## src/rtl/rpm_meter_multi_if.sv

```systemverilog
// Pin-side and result-side signals of the multi-channel encoder speed meter.
interface rpm_meter_multi_if #(
    parameter int unsigned N_CH  = 4,
    parameter int unsigned RPM_W = 16
);
    logic                    en;
    logic [N_CH-1:0]         enc_a;
    logic [N_CH-1:0]         enc_b;
    logic [N_CH*RPM_W-1:0]   rpm;
    logic [N_CH-1:0]         dir;
    logic                    rpm_valid;
    logic                    gate_tick;

    modport master (
        output en, enc_a, enc_b,
        input  rpm, dir, rpm_valid, gate_tick
    );

    modport slave (
        input  en, enc_a, enc_b,
        output rpm, dir, rpm_valid, gate_tick
    );
endinterface

```

## src/rtl/rpm_meter_multi.sv

```systemverilog
// Multi-channel quadrature encoder speed meter.
// Counts signed encoder edges per channel over a fixed gate window, then converts
// each snapshot to an RPM magnitude and direction with one shared multiplier.
// Optional feature macro: RPM_QUAD_X4_EN selects 4x Gray-code decoding; when it is
// undefined only rising edges of phase A are counted (1x decoding).
module rpm_meter_multi #(
    parameter int unsigned N_CH        = 4,
    parameter int unsigned CNT_W       = 12,
    parameter int unsigned RPM_W       = 16,
    parameter int unsigned GATE_CYCLES = 17500000,
    parameter int unsigned K_MUL       = 37449,
    parameter int unsigned K_SHIFT     = 14
) (
    input  logic               clk,
    input  logic               reset_n,
    rpm_meter_multi_if.slave   bus
);

    localparam int unsigned CH_W   = (N_CH > 1) ? $clog2(N_CH) : 1;
    localparam int unsigned GATE_W = $clog2(GATE_CYCLES);
    localparam int unsigned PROD_W = CNT_W + 18;
    localparam logic signed [CNT_W:0] SUM_MAX = (CNT_W + 1)'((2 ** (CNT_W - 1)) - 1);
    localparam logic signed [CNT_W:0] SUM_MIN = -SUM_MAX;

    typedef enum logic [1:0] {
        ST_IDLE = 2'd0,
        ST_CONV = 2'd1,
        ST_DONE = 2'd2
    } state_t;

    logic [N_CH-1:0]          a_s1, a_s2, a_d;
    logic [N_CH-1:0]          b_s1, b_s2;
`ifdef RPM_QUAD_X4_EN
    logic [N_CH-1:0]          b_d;
`endif
    logic signed [1:0]        inc_c   [N_CH];
    logic signed [CNT_W-1:0]  sat_c   [N_CH];
    logic signed [CNT_W:0]    sum_c   [N_CH];
    logic signed [CNT_W-1:0]  live_q  [N_CH];
    logic signed [CNT_W-1:0]  snap_q  [N_CH];
    logic [GATE_W-1:0]        gate_q;
    logic                     tick_c;
    logic                     gate_tick_q;

    state_t                   state_q, state_d;
    logic [CH_W-1:0]          ch_q, ch_d;
    logic                     rpm_valid_q, rpm_valid_d;
    logic                     conv_we_c;

    logic signed [CNT_W-1:0]  sel_c;
    logic [CNT_W-1:0]         mag_c;
    logic [PROD_W-1:0]        prod_c;
    logic [PROD_W-1:0]        shift_c;
    logic [RPM_W-1:0]         rpm_c;
    logic [RPM_W-1:0]         rpm_q   [N_CH];
    logic [N_CH-1:0]          dir_q;

    // Two-stage synchroniser plus a delayed copy for edge detection.
    always_ff @(posedge clk or negedge reset_n) begin
        if (!reset_n) begin
            a_s1 <= '0;
            a_s2 <= '0;
            a_d  <= '0;
            b_s1 <= '0;
            b_s2 <= '0;
`ifdef RPM_QUAD_X4_EN
            b_d  <= '0;
`endif
        end else begin
            a_s1 <= bus.enc_a;
            a_s2 <= a_s1;
            a_d  <= a_s2;
            b_s1 <= bus.enc_b;
            b_s2 <= b_s1;
`ifdef RPM_QUAD_X4_EN
            b_d  <= b_s2;
`endif
        end
    end

    // Per-channel signed increment and saturating next count.
    always_comb begin
        for (int i = 0; i < int'(N_CH); i++) begin
            inc_c[i] = 2'sb00;
`ifdef RPM_QUAD_X4_EN
            case ({a_d[i], b_d[i], a_s2[i], b_s2[i]})
                4'b0010, 4'b1011, 4'b1101, 4'b0100: inc_c[i] = 2'sb01;
                4'b0001, 4'b0111, 4'b1110, 4'b1000: inc_c[i] = 2'sb11;
                default:                            inc_c[i] = 2'sb00;
            endcase
`else
            if (a_s2[i] && !a_d[i]) begin
                inc_c[i] = b_s2[i] ? 2'sb11 : 2'sb01;
            end
`endif
            sum_c[i] = (CNT_W + 1)'(live_q[i]) + (CNT_W + 1)'(inc_c[i]);
            if (sum_c[i] > SUM_MAX) begin
                sat_c[i] = CNT_W'(SUM_MAX);
            end else if (sum_c[i] < SUM_MIN) begin
                sat_c[i] = CNT_W'(SUM_MIN);
            end else begin
                sat_c[i] = CNT_W'(sum_c[i]);
            end
        end
    end

    assign tick_c = bus.en && (gate_q == GATE_W'(GATE_CYCLES - 1));

    // Gate window timer; cleared and held while disabled.
    always_ff @(posedge clk or negedge reset_n) begin
        if (!reset_n) begin
            gate_q      <= '0;
            gate_tick_q <= 1'b0;
        end else begin
            gate_tick_q <= tick_c;
            if (!bus.en || tick_c) begin
                gate_q <= '0;
            end else begin
                gate_q <= gate_q + GATE_W'(1);
            end
        end
    end

    // Live edge counters and end-of-window snapshots.
    always_ff @(posedge clk or negedge reset_n) begin
        if (!reset_n) begin
            for (int i = 0; i < int'(N_CH); i++) begin
                live_q[i] <= '0;
                snap_q[i] <= '0;
            end
        end else begin
            for (int i = 0; i < int'(N_CH); i++) begin
                if (!bus.en) begin
                    live_q[i] <= '0;
                end else if (tick_c) begin
                    snap_q[i] <= live_q[i];
                    live_q[i] <= CNT_W'(inc_c[i]);
                end else begin
                    live_q[i] <= sat_c[i];
                end
            end
        end
    end

    // Conversion FSM state register.
    always_ff @(posedge clk or negedge reset_n) begin
        if (!reset_n) begin
            state_q     <= ST_IDLE;
            ch_q        <= '0;
            rpm_valid_q <= 1'b0;
        end else begin
            state_q     <= state_d;
            ch_q        <= ch_d;
            rpm_valid_q <= rpm_valid_d;
        end
    end

    // Conversion FSM next state: one channel per cycle, then a valid strobe.
    always_comb begin
        state_d     = state_q;
        ch_d        = ch_q;
        rpm_valid_d = 1'b0;
        conv_we_c   = 1'b0;
        case (state_q)
            ST_IDLE: begin
                if (tick_c) begin
                    state_d = ST_CONV;
                    ch_d    = '0;
                end
            end
            ST_CONV: begin
                conv_we_c = 1'b1;
                if (ch_q == CH_W'(N_CH - 1)) begin
                    state_d = ST_DONE;
                end else begin
                    ch_d = ch_q + CH_W'(1);
                end
            end
            ST_DONE: begin
                rpm_valid_d = 1'b1;
                state_d     = ST_IDLE;
            end
            default: begin
                state_d = ST_IDLE;
            end
        endcase
    end

    // Shared scaler: |count| * K_MUL >> K_SHIFT, clipped to the output range.
    always_comb begin
        sel_c   = snap_q[ch_q];
        mag_c   = sel_c[CNT_W-1] ? $unsigned(-sel_c) : $unsigned(sel_c);
        prod_c  = PROD_W'(mag_c) * PROD_W'(K_MUL);
        shift_c = prod_c >> K_SHIFT;
        rpm_c   = (|shift_c[PROD_W-1:RPM_W]) ? '1 : shift_c[RPM_W-1:0];
    end

    // Result registers; hold between conversions.
    always_ff @(posedge clk or negedge reset_n) begin
        if (!reset_n) begin
            for (int i = 0; i < int'(N_CH); i++) begin
                rpm_q[i] <= '0;
            end
            dir_q <= '0;
        end else if (conv_we_c) begin
            rpm_q[ch_q] <= rpm_c;
            dir_q[ch_q] <= ~sel_c[CNT_W-1];
        end
    end

    for (genvar g = 0; g < int'(N_CH); g++) begin : g_out
        assign bus.rpm[g*RPM_W +: RPM_W] = rpm_q[g];
    end
    assign bus.dir       = dir_q;
    assign bus.rpm_valid = rpm_valid_q;
    assign bus.gate_tick = gate_tick_q;

endmodule
```

## src/flat_wrapper.sv

```systemverilog
// flat-port wrapper written by rule: the top's interface ports become plain ports
module rpm_meter_multi_flat 
#(
    parameter int unsigned N_CH        = 4,
    parameter int unsigned CNT_W       = 12,
    parameter int unsigned RPM_W       = 16,
    parameter int unsigned GATE_CYCLES = 17500000,
    parameter int unsigned K_MUL       = 37449,
    parameter int unsigned K_SHIFT     = 14
)
  (clk, reset_n, bus_en, bus_enc_a, bus_enc_b, bus_rpm, bus_dir, bus_rpm_valid, bus_gate_tick);
  rpm_meter_multi_if #(.N_CH(N_CH), .RPM_W(RPM_W)) bus_i ();
  input  logic clk;
  input  logic reset_n;
  input wire logic [$bits(bus_i.en)-1:0] bus_en;
  input wire logic [$bits(bus_i.enc_a)-1:0] bus_enc_a;
  input wire logic [$bits(bus_i.enc_b)-1:0] bus_enc_b;
  output wire logic [$bits(bus_i.rpm)-1:0] bus_rpm;
  output wire logic [$bits(bus_i.dir)-1:0] bus_dir;
  output wire logic [$bits(bus_i.rpm_valid)-1:0] bus_rpm_valid;
  output wire logic [$bits(bus_i.gate_tick)-1:0] bus_gate_tick;
  assign bus_i.en = bus_en;
  assign bus_i.enc_a = bus_enc_a;
  assign bus_i.enc_b = bus_enc_b;
  assign bus_rpm = bus_i.rpm;
  assign bus_dir = bus_i.dir;
  assign bus_rpm_valid = bus_i.rpm_valid;
  assign bus_gate_tick = bus_i.gate_tick;
  rpm_meter_multi #(.N_CH(N_CH), .CNT_W(CNT_W), .RPM_W(RPM_W), .GATE_CYCLES(GATE_CYCLES), .K_MUL(K_MUL), .K_SHIFT(K_SHIFT)) u_core (.clk(clk), .reset_n(reset_n), .bus(bus_i));
endmodule
```

## config.mk

```make
export PLATFORM = sky130hd
export DESIGN_NAME = rpm_meter_multi_flat
export DESIGN_NICKNAME = d
export VERILOG_FILES = /design/src/rtl/rpm_meter_multi_if.sv /design/src/rtl/rpm_meter_multi.sv /design/src/flat_wrapper.sv
export SDC_FILE = /design/constraint.sdc
export NUM_CORES = 1
export LEC_CHECK = 0
export CAP_MARGIN = 20
export CORE_MARGIN = 2
export CORE_UTILIZATION = 50
export CTS_CLUSTER_SIZE = 20
export DETAILED_ROUTE_END_ITERATION = 7
export PLACE_DENSITY = 0.77
export SLEW_MARGIN = 40
export SYNTH_ARGS = -nofsm -noshare
export SYNTH_HDL_FRONTEND = slang
export SYNTH_SLANG_ARGS = --single-unit
```

## constraint.sdc

```tcl
create_clock -name clk -period 9.9 [get_ports clk]
set_input_delay 2.475 -clock clk [delete_from_list [all_inputs] [get_ports clk]]
set_output_delay 2.475 -clock clk [all_outputs]
set_load 0.05 [all_outputs]
```

==> results of run 1 <==
-- layout by cell type, fill, tap and decap left out, types with 24 or more instances in the layout --
cell type,Yosys,routed
nor2_1,84,83
mux2_2,50,50
o21ai_0,123,123
o31ai_1,24,24
ha_1,110,110
nand2_1,125,121
inv_1,58,58
xnor2_1,37,37
a21o_1,25,25
dfrtp_1,207,206
clkbuf_16,0,24
a21oi_1,55,55
clkdlybuf4s50_1,0,71
xor2_1,36,36
-- cells by family (layout without fill, tap and decap cells) --
kind of cell	count (synthesis)	in the layout
AOI/OAI and AO/OA	329	329
DFF	207	207
other	1	8
xor gates and xnor gates	73	73
muxes	65	65
and+or+nand+nor	342	342
buffers and inverters	99	172
adders and majority gates	127	127
-- power by group --
part / leakage (nW) / switching (mW) / internal, mW / total [mW]
combinational: 3.73 / 0.273 / 0.183 / 0.457
sequential: 2.78 / 0.0499 / 0.908 / 0.958
clock: 0.354 / 0.331 / 0.500 / 0.830
-- metal layers --
layer / up-vias / track usage
li1: 4610 / -
met1: 4592 / 0.2913
met2: 254 / 0.3627
met3: 47 / 0.02528
met4: 0 / 0.05189
met5: - / 0
-- sequential cells by signal (all words and copies together) (netlist names), 25 cells and up --
register	count
u_core.snap_q	48
u_core.gate_q	25
u_core.live_q	48
u_core.bus.rpm	56
-- cell type report --
class	instances	area (um^2)	share of cell area
sequential	207	5181	0.3630
timing repair buffer	76	769.5	0.05390
clock buffer	29	628.1	0.04400
clock inverter	9	110.1	0.007713
tap	324	405.4	0.02840
multi-input combinational	944	6963	0.4878
inverter	58	217.7	0.01525
-- cells in the mapped netlist (all sizes together), types with 5 or more instances --
| library cell | instances |
|---|---|
| a211o | 7 |
| a211oi | 21 |
| a21boi | 5 |
| a21o | 25 |
| a21oi | 55 |
| and2 | 5 |
| and3 | 12 |
| buf | 18 |
| clkbuf | 23 |
| dfrtp | 207 |
| fa | 14 |
| ha | 110 |
| inv | 58 |
| mux2 | 50 |
| mux4 | 12 |
| nand2 | 125 |
| nand2b | 8 |
| nand3 | 23 |
| nand4 | 8 |
| nor2 | 84 |
| nor2b | 12 |
| nor3 | 22 |
| nor4 | 7 |
| nor4b | 5 |
| o21a | 12 |
| o21ai | 133 |
| o21bai | 5 |
| o31ai | 24 |
| or2 | 8 |
| or3 | 6 |
| or4 | 5 |
| xnor2 | 37 |
| xor2 | 36 |
-- how the worst max path moves through the flow --
| stage | startpoint | to | slack (ps) | cells past startpoint |
|---|---|---|---|---|
| 2_1_floorplan | u_core.ch_q[0] | u_core.bus.rpm[43] | 3790 | 24 |
| 5_1_grt | u_core.ch_q[0] | u_core.bus.rpm[43] | 2700 | 19 |
| 4_1_cts | u_core.ch_q[0] | u_core.bus.rpm[43] | 2930 | 19 |
| 3_5_place_dp | u_core.ch_q[0] | u_core.bus.rpm[43] | 2990 | 19 |
| 3_3_place_gp | u_core.ch_q[0] | u_core.bus.rpm[43] | 3120 | 20 |
| 6_report | u_core.ch_q[0] | u_core.bus.rpm[43] | 3160 | 19 |
-- per-stage QoR --
step,area (um^2),power [mW]
3_3_place_gp,13510,1.406
4_1_cts,14270,2.261
6_report,14270,2.245
5_1_grt,14270,2.365
2_1_floorplan,12540,1.302
3_5_place_dp,13540,1.422
==> metrics.cfg, run 1 <==
[timing]
slew_viol_final = 0
fin_crit_sh = 0.6804
setup-tns-final_ps = 0
setup_viol = 0
clock_skew_ps = 9.358
worst_slew_pin_slew_ps = 733.0
fmax_ghz = 0.1484
fin_hold_ws_ps = 348.3
rsz0062_at_grt = false
fin_crit_ps = 6736
layout_setup_ws_ps = 3164
finalHoldViolCount = 0
slew_headroom = 0.5036

[global_routing]
grtUsageTotal = 0.2126
grt_max_degree = 130
antenna_found_initial = 0
grt-ovfl-total = 0
grt_pass1_vias = 9399
grt_pass1_wl_mm = 46.31

[setup_path]
crit_type = reg -> reg
cp_slowest_stage_delay_ps = 680
reg2reg_depth = 19
r2r_slack_ps = 3160
crit_path_start_kind = flop
crit_top_cell = ha_1
worstPathCellList = mux4_2, or3_1, or2_2, nor3_1, ha_1, inv_1, fa_1, fa_1, inv_1, ha_1, ha_1, a21oi_1, nand2_1, or2_2, o22ai_1, or4_1, o31ai_1, a211oi_1, o21ai_0
cp_top_family = adder cells
critPathBufInv = 2
worst_path_max_delay_cell = mux4_2
crit_path_max_fanout = 18
crit-reg2reg-launch = u_core.ch_q[0]
arrival_ps = 7100
cp-end-kind = flop
required_ps = 10260
r2r-end = u_core.bus.rpm[43]

[power]
power_density_nw_per_um2 = 157.3
ir_worst_vdd_mv = 0.1770
leakage_nw = 6.864

[floorplan]
io-pin-count = 81
dieArea_um2 = 26320
rows = 57
initial_core_util = 0.5117
die_h_um = 162.2
dieWidth_um = 162.2
core_area_um2 = 24460

[final_layout]
syn_to_final_growth_pct = 14.04
diodes = 0
nFillCells = 2051
fin_util = 0.5836
fin_cells = 1647
finalNetCount = 1445
drive_above_1_share = 0.09826

[synthesis]
synth_compound_area_frac = 0.1663
synth_area_leader_cell = dfrtp_1
synth_xor_area_frac = 0.05108
synth_area_leaders = dfrtp_1, ha_1, o21ai_0, mux2_2, nand2_1
synth_top_family_by_area = compound AO/OA/AOI/OAI gates
syn_avg_cell_area_um2 = 10.07
ys_ff_latch = 207
synthCells = 1243
synth_edf_count = 0
synth.top_cell.area_share = 0.4138
synth_cell_types = 78
synthAdderAreaFrac = 0.1347
synth-seq-area-share = 0.4138
muxShareOfSynthArea = 0.06897
synth-main-ff-cell = dfrtp_1
syn_area_um2 = 12520
yosys_warnings = 0
synthSimpleGateAreaFrac = 0.1313
ys_async_sr_fraction = 1.000

[drt]
vias = 9503
routedWlPerCell_um = 16.50
viasPerCell = 5.770
wl_mm = 27.18
first_pass_iters = 7
wl_met2_mm = 13.10
highest_layer = met4
drtAntennaViolNets = 0
wl_met3_mm = 1.130
drtIter0Drc = 593
route.detailed.drc = 0
met1_length_mm = 12.36

[cts]
clk_pin_slew_ps = 60
cts.sinks = 207
cts_resized = 0
clk_latency_ps = 510
cts_root_buf = clkbuf_16
post-cts-setup-buffers = 0
postCtsHoldBufs = 0
cts_made_buffers = 23
h-tree-depth = 1
cts_tree = yes
cts_buffer_depth = 3

[worst_hold_path]
whs_path_depth = 0
worstHoldPathType = reg -> reg
hold_path_end = u_core.b_s2[0]
hold_start = u_core.b_s1[0]

[job]
cap_viol_max_count = 0

[run_status]
status = finished, final reports clean

[place]
dpl_worst_slack_ps = 2985
dp_cells = 1609
gp_congestion = 0.8861
numPortBuffers = 72
dpl.hpwl_mm = 20.14

Power figures use the tool's default switching activity.
==> inputs of run 2 (changes only) <==
- clock period: 9.9 -> 6.7 ns (I/O delays scaled with it)
==> run 2 against run 1 <==
Net effect: clock skew rose by 7.8 ps; combinational power rose by 49%; power rose by 50%; highest routed layer unchanged.
==> metrics.cfg, run 2 (synthesis gave the netlist of run 1 again) <==
[drt]
vias = 9547
drtAntennaViolNets = 0
drtIter0Drc = 502
wl_mm = 27.53
routedWlPerCell_um = 16.64
first_pass_iters = 5
viasPerCell = 5.772
route.detailed.drc = 0

[timing]
slew_viol_final = 0
worst_slew_pin_slew_ps = 693.3
fin_crit_sh = 0.9520
fin_crit_ps = 6378
fmax_ghz = 0.1568
setup_viol = 0
clock_skew_ps = 17.16
finalHoldViolCount = 0
slew_headroom = 0.5305
setup-tns-final_ps = 0

[worst_hold_path]
worstHoldPathType = reg -> reg
whs_path_depth = 0
hold_start = u_core.b_s1[0]
hold_path_end = u_core.b_s2[0]

[power]
ir_worst_vdd_mv = 0.2117
report.power.total_mw = 3.374
power_density_nw_per_um2 = 234.5
leakage_nw = 6.945

[global_routing]
grt-ovfl-total = 0
grtUsageTotal = 0.2113
antenna_found_initial = 0
grt_max_degree = 115
grt_pass1_vias = 9406
grt_pass1_wl_mm = 46.16

[final_layout]
seq_area_um2 = 5181
stdcell_area_um2 = 14390
largest_reg_flops = 56
nFillCells = 1996
final_cell_mix = dfrtp_1, o21ai_0, nand2_1
syn_to_final_growth_pct = 14.96
layout_commonest_cell = dfrtp_1
finalNetCount = 1450
multi_input_area_um2 = 6984
drive_above_1_share = 0.1083
diodes = 0

[setup_path]
r2r-end = u_core.bus.rpm[40]
cp-end-kind = flop
cp_slowest_stage_delay_ps = 650
arrival_ps = 6740
reg2reg_depth = 21
worst_path_max_delay_cell = fa_2
crit_top_cell = ha_1
worstPathCellList = buf_12, mux4_2, or3_1, or2_2, o21ai_0, xnor2_1, ha_1, inv_1, fa_1, fa_2, inv_1, ha_1, ha_1, a21oi_1, nand2_1, or2_2, nor3_2, o31ai_1, a21oi_1, xor2_1, o21ai_0
required_ps = 7060
crit-reg2reg-launch = u_core.ch_q[0]
crit_path_start_kind = flop
crit_path_max_fanout = 9
r2r_slack_ps = 320
crit_type = reg -> reg

[cts]
cts_root_buf = clkbuf_16
clk_latency_ps = 520
h-tree-depth = 1
cts.sinks = 207
cts_tree = yes
cts_buffer_depth = 3
cts_made_buffers = 23
clk_pin_slew_ps = 60

[place]
numPortBuffers = 72
gp_congestion = 0.8956
dpl.hpwl_mm = 20.44
place_area_um2 = 13560

[floorplan]
io-pin-count = 81
dieWidth_um = 162.2
core_area_um2 = 24460
rows = 57
die_h_um = 162.2
dieArea_um2 = 26320
initial_core_util = 0.5117

[run_status]
status = finished, final reports clean

[job]
cap_viol_max_count = 0

-- run 2: cell types whose count changed in the layout (fill, tap and decap cells not counted), sizes merged --
cell      delta
buf          +5
clkinv       +4
clkinvlp     -2
-- run 2: metrics by stage --
stage               setup WS, ps  instances    util  hold WS (ps)
floorplan                  588.0       1250       -         331.2
finish                     321.6       1654  0.5883         351.1
detailed placement         58.76       1612  0.5542         336.5
global placement           290.0       1612  0.5532         332.7
CTS                        32.68       1652  0.5863         352.6
global route              -7.161       1654  0.5883         358.9
-- run 2: power breakdown --
group / internal, mW / total (mW) / switching [mW]
Combinational: 0.271 / 0.680 / 0.409
Clock: 0.768 / 1.28 / 0.512
Sequential: 1.34 / 1.41 / 0.0724
-- run 2: worst max-delay path by stage --
stage               slack (ps)  cells past startpoint           start                 end
finish                     320                     21  u_core.ch_q[0]  u_core.bus.rpm[40]
floorplan                  590                     24  u_core.ch_q[0]  u_core.bus.rpm[43]
CTS                         30                     20  u_core.ch_q[0]  u_core.bus.rpm[43]
detailed placement          60                     20  u_core.ch_q[0]  u_core.bus.rpm[43]
global placement           290                     20  u_core.ch_q[0]  u_core.bus.rpm[43]
global route                -7                     21  u_core.ch_q[0]  u_core.bus.rpm[40]
-- run 2: final cells by class --
class                   instances  share of cell area
flip-flops and latches        207              0.3601
repair buffers                 81             0.05669
multi-input cells             944              0.4853
clock buffers                  29             0.04504
inverters                      58             0.01513
well taps                     324             0.02817
clock inverters                11            0.009564
-- run 2: metal layers --
metal | wire length, um | vias up | track usage
li1 | - | 4618 | -
met1 | 12450 | 4627 | 0.2865
met2 | 13110 | 250 | 0.3590
met3 | 1256 | 52 | 0.02656
met4 | 711 | 0 | 0.05913
met5 | 0 | - | 0
-- run 2: what timing repair did --
item	CTS	global route
endpoints found under the setup margin	0	39
hold buffers	0	0
setup buffers	0	2
gates resized for setup	0	5
-- run 2: critical path: cells and delay by family, from the launching register on --
family          cells  cell delay, ps
compound gates      5            1000
xor+xnor            2             460
fa+ha+maj           5            2090
buf+inv             3             260
flops               1             450
mux                 1             510
simple gates        5            1460
